[config.mk]
export PLATFORM = sky130hd
export DESIGN_NAME = braille_cell_driver
export DESIGN_NICKNAME = d
export VERILOG_FILES = /design/src/rtl/braille_cell_driver.sv
export SDC_FILE = /design/constraint.sdc
export NUM_CORES = 1
export LEC_CHECK = 0
export CAP_MARGIN = 20
export CORE_MARGIN = 4
export CORE_UTILIZATION = 60
export CTS_CLUSTER_DIAMETER = 150
export DETAILED_ROUTE_END_ITERATION = 7
export DONT_BUFFER_PORTS = 1
export PLACE_DENSITY = 0.77
export SYNTH_ARGS = -nofsm -noshare
export SYNTH_HDL_FRONTEND = slang
export SYNTH_SLANG_ARGS = --single-unit
[constraint.sdc]
create_clock -name clk -period 2.9 [get_ports clk]
set_input_delay 0.435 -clock clk [delete_from_list [all_inputs] [get_ports clk]]
set_output_delay 0.435 -clock clk [all_outputs]
set_load 0.02 [all_outputs]
[src/rtl/braille_cell_driver.sv]
// braille_cell_driver
//    Drives one 8-dot braille cell built from solenoid pins. Each new pattern
//    is energised in two groups, LEFT (dots 1,2,3,7) and then RIGHT
//    (dots 4,5,6,8). The two groups are never on in the same cycle. A settle
//    dwell follows, and then done pulses. A pattern that equals the one
//    already shown skips all pin activity and pulses done on the next cycle.
//
// Ports
//    clk         single clock, rising edge
//    reset       synchronous active-low reset
//    cell_in     requested pattern, bit n = dot n+1
//    cell_valid  cell_in holds a pattern to display
//    cell_ready  block can accept a pattern this cycle (state == IDLE)
//    pin_drive   registered solenoid drive, bit n = dot n+1, 1 = energised
//    busy        high whenever the block is not idle
//    done        registered one-cycle pulse when a cell update completes
//
// States
//    state     | meaning
//    ----------+-------------------------------------------------
//    S_IDLE    | waiting for a pattern; cell_ready = 1
//    S_DRIVE_L | energising latch & LEFT for PULSE_CYCLES cycles
//    S_DRIVE_R | energising latch & RIGHT for PULSE_CYCLES cycles
//    S_HOLD    | pins off, settle for HOLD_CYCLES cycles

module braille_cell_driver #(
   parameter int unsigned PULSE_CYCLES = 16,
   parameter int unsigned HOLD_CYCLES  = 64
) (
   input  logic       clk,
   input  logic       reset,
   input  logic [7:0] cell_in,
   input  logic       cell_valid,
   output logic       cell_ready,
   output logic [7:0] pin_drive,
   output logic       busy,
   output logic       done
);

   localparam logic [7:0]  LEFT_MASK  = 8'h47;
   localparam logic [7:0]  RIGHT_MASK = 8'hB8;
   // The counter is loaded with N-1 on state entry and the state exits at
   // zero, so a state lasts exactly N cycles.
   localparam logic [15:0] PULSE_LOAD = 16'(PULSE_CYCLES - 1);
   localparam logic [15:0] HOLD_LOAD  = 16'(HOLD_CYCLES - 1);

   typedef enum logic [1:0] {
      S_IDLE    = 2'd0,
      S_DRIVE_L = 2'd1,
      S_DRIVE_R = 2'd2,
      S_HOLD    = 2'd3
   } state_t;

   state_t      state_q, state_d;
   logic [7:0]  latch_q, latch_d;
   logic [7:0]  displayed_q, displayed_d;
   logic [15:0] cnt_q, cnt_d;
   logic [7:0]  pin_drive_q, pin_drive_d;
   logic        done_q, done_d;

   assign cell_ready = (state_q == S_IDLE);
   assign busy       = ~cell_ready;
   assign pin_drive  = pin_drive_q;
   assign done       = done_q;

   always_comb begin
      state_d     = state_q;
      latch_d     = latch_q;
      displayed_d = displayed_q;
      cnt_d       = cnt_q;
      done_d      = 1'b0;

      unique case (state_q)
         S_IDLE: begin
            if (cell_valid) begin
               latch_d = cell_in;
               if (cell_in == displayed_q) begin
                  done_d = 1'b1;
               end else if ((cell_in & LEFT_MASK) != 8'h00) begin
                  state_d = S_DRIVE_L;
                  cnt_d   = PULSE_LOAD;
               end else if ((cell_in & RIGHT_MASK) != 8'h00) begin
                  state_d = S_DRIVE_R;
                  cnt_d   = PULSE_LOAD;
               end else begin
                  state_d = S_HOLD;
                  cnt_d   = HOLD_LOAD;
               end
            end
         end

         S_DRIVE_L: begin
            if (cnt_q == 16'd0) begin
               if ((latch_q & RIGHT_MASK) != 8'h00) begin
                  state_d = S_DRIVE_R;
                  cnt_d   = PULSE_LOAD;
               end else begin
                  state_d = S_HOLD;
                  cnt_d   = HOLD_LOAD;
               end
            end else begin
               cnt_d = cnt_q - 16'd1;
            end
         end

         S_DRIVE_R: begin
            if (cnt_q == 16'd0) begin
               state_d = S_HOLD;
               cnt_d   = HOLD_LOAD;
            end else begin
               cnt_d = cnt_q - 16'd1;
            end
         end

         S_HOLD: begin
            if (cnt_q == 16'd0) begin
               state_d     = S_IDLE;
               displayed_d = latch_q;
               done_d      = 1'b1;
            end else begin
               cnt_d = cnt_q - 16'd1;
            end
         end

         default: begin
            state_d = S_IDLE;
            cnt_d   = 16'd0;
         end
      endcase

      // The pin register follows the state being entered. This lets the
      // drive pattern appear in the first cycle of each phase while the
      // output stays registered.
      unique case (state_d)
         S_DRIVE_L: pin_drive_d = latch_d & LEFT_MASK;
         S_DRIVE_R: pin_drive_d = latch_d & RIGHT_MASK;
         default:   pin_drive_d = 8'h00;
      endcase
   end

   always_ff @(posedge clk) begin
      if (!reset) begin
         state_q     <= S_IDLE;
         latch_q     <= 8'h00;
         displayed_q <= 8'h00;
         cnt_q       <= 16'd0;
         pin_drive_q <= 8'h00;
         done_q      <= 1'b0;
      end else begin
         state_q     <= state_d;
         latch_q     <= latch_d;
         displayed_q <= displayed_d;
         cnt_q       <= cnt_d;
         pin_drive_q <= pin_drive_d;
         done_q      <= done_d;
      end
   end

endmodule
==> qor.txt <==
Via/cell ratio = 5.844
Post-CTS Setup Repair Bufs = 0
Final setup vio count = 0
Core Box Area = 0.003442 mm²
Kind of critical path = reg -> reg
Fill cells = 280
Worst path cell trace = inv_1 -> ha_1 -> nor4b_2 -> nand4_2 -> a211oi_2 -> o22ai_2 -> ha_1 -> nand2b_1 -> nor3b_1
DRT antenna net count = 0
CTS root buffer = clkbuf_8
CP Max Fanout = 7
Die X = 68.81 µm
Slew HR = 65.78%
Cell Count, Final, Fillers Out = 294
Initial antenna violation count = 0
Maximum vdd ir drop = 711.3 µV
CTS Buf Count = 5
Clock sinks = 43
Clk buf depth = 2
Synth top area cells = dfxtp_1 (39%), xor2_1 (5.5%), nand2_1 (4.7%), ha_1 (4.5%), a21boi_0 (4.4%)
Post-synth ARST share = 0%
First-pass GRT wire length = 7362 µm
DP HPWL = 3295 µm
Num rows = 21
Slowest CP cell = dfxtp_1
Largest net degree at the start of global routing = 30
Startpoint Class = flop
Syn Area/Cell = 9.092 µm²
Yosys reg bits = 43
Final GP Congestion = 0.8976
Post-synthesis cell type with the largest combined area = dfxtp_1
Critical Path RT = 3.12 ns
Buffers on Ports = 0
Period utilization = 85.95%
GRT Total Usage = 21.04%
Commonest non-fill, non-tap cells in the layout = dfxtp_1 (43), nand2_1 (28), nor2_1 (21)
TritonRoute pass-1 iters = 4
DRT iter0 DRCs = 191
Total negative slack = 0 ns
Routed via count = 1718
RSZ-0062 raised after global routing = no
Final Hold Viols = 0
Final Critical Period = 2.492 ns
GRT busiest layer = met2
GRT overflow = 0
Met3 usage = 5.348%
# hold bufs at CTS = 0
Mapped Cells = 244
Syn_nets = 263
Placed insts = 287
Die area = 0.004734 mm²
Die Span Y = 68.81 µm
Max Cap Viol = 0
Critical Path AT = 2.71 ns
Hold/Removal Path Class = in -> reg
Predominant post-synthesis flop cell = dfxtp_1
Area Overhead vs Synth = 7.050%
Slew Viols, Final = 0
Max incr delay on CP = 0.35 ns
Clock skew = 0.004706 ns
Top cell type's share of synthesized area = 38.80%
Synth warn = 0
Commonest non-fill, non-tap cell in the layout = dfxtp_1
CP Capture Type = flop
Worst slew pin tran = 0.5086 ns
Via count of the first global-routing pass = 1608
CTS tree = done
Top-Level Pins = 22
Routed wire length = 4565 µm
Synth cell types = 48
Layout cell share with drive strength beyond 1 = 12.10%
Status = complete, no violations
# H-tree levels = 2
Clock-pin slew on the worst setup and hold paths = 0.08 ns
PwrDens = 1027 mW/mm²
Drt drc = 0
Met2 layer usage reported by global route = 33.02%
Post-synthesis sequential area ratio = 38.80%
Routed WL per cell = 15.53 µm
P_leak = 0.9158 nW
Synthesized area = 0.002218 mm²
Post-CTS Resized = 0
Fmax = 401.2 MHz
Met1 usage = 26.77%
Starting Density = 64.45%
Clk Latency, worst-skew pair = 0.30 ns
Inserted Diodes = 0
Most used cell along the critical path = ha_1
Final Net Count = 267
EDFF count, synth = 0
-- per-stage QoR --
stage / cell area (µm²) / utilization [%] / power, W / setup WS [ns] / hold slack (ns)
2_1_floorplan: 2218 / - / 0.001746 / 0.6948 / 0.4431
3_3_place_gp: 2272 / 66.01 / 0.001953 / 0.4869 / 0.4540
3_5_place_dp: 2272 / 66.01 / 0.001985 / 0.4289 / 0.4568
4_1_cts: 2375 / 68.99 / 0.002445 / 0.4076 / 0.2492
5_1_grt: 2375 / 68.99 / 0.002616 / 0.1385 / 0.2445
6_report: 2375 / 68.99 / 0.002438 / 0.4075 / 0.2572
-- cells by family (layout without fill, tap and decap cells) --
kind of cell | after synthesis | after routing | share of synthesized area [%]
AO/OA/AOI/OAI | 51 | 51 | 17.37
flip-flops | 43 | 43 | 38.80
adder cells (fa/ha/maj) | 8 | 8 | 4.512
buffers and inverters | 17 | 21 | 3.384
multiplexers | 5 | 5 | 2.256
AND/OR/NAND/NOR | 100 | 100 | 25.78
XOR/XNOR | 20 | 20 | 7.896
-- state kept, by name (all words and copies together), names as in the netlist --
register,cells
cnt_q,16
displayed_q,8
done,1
latch_q,8
pin_drive,8
state_q,2
-- final cells by class --
| type | instances | area, µm² | area share [%] |
|---|---|---|---|
| repair buffers | 5 | 37.54 | 1.581 |
| multi-input cells | 184 | 1282 | 54.00 |
| inverters | 9 | 33.78 | 1.423 |
| well taps | 46 | 57.56 | 2.424 |
| clock buffers | 6 | 72.57 | 3.056 |
| flip-flops and latches | 43 | 860.8 | 36.25 |
| clock inverters | 1 | 30.03 | 1.264 |
-- report_power, final --
group	leakage, nW	switching [W]	internal [W]
registers	0.350	0.000151	0.000702
clock network	0.0513	0.000197	0.000252
logic	0.514	0.000653	0.000482
-- worst max-delay path: cells and delay by family, from the launching register on --
kind | cells | cell delay [ns]
and+or+nand+nor | 4 | 1.02
AOI/OAI and AO/OA | 2 | 0.48
buffers and inverters | 1 | 0.10
DFF | 1 | 0.35
adders and majority gates | 2 | 0.47
-- Yosys cell counts (all sizes together), types with 2 or more instances --
cell type,count
nand2,28
and3b,2
clkbuf,4
nand3,8
ha,8
mux2i,5
xnor2,6
a21boi,13
xor2,14
nand2b,4
nand4,4
o21ai,13
nor2b,7
nor2,23
and2,3
a211oi,6
a31oi,2
a2111oi,2
dfxtp,43
nor4b,2
nor4,8
a21oi,7
buf,4
nor3b,4
inv,9
o221a,2
nor3,3
-- routing by layer --
metal  routed length [µm]  share of wire [%]
met1                 2084                 46
met2                 2054                 45
met3                  306                6.7
met4                  120                2.6
met5                    0                  0
-- final timing paths --
check	from	endpoint	slack [ns]	cells past startpoint
worst max-delay path	cnt_q[0]	pin_drive[7]	0.41	9
worst min register to register	latch_q[0]	displayed_q[0]	0.47	2
worst min-delay path	reset	state_q[0]	0.26	1
worst max register to register	cnt_q[0]	pin_drive[7]	0.41	9
Note: power is estimated with default switching activity, not from simulation.
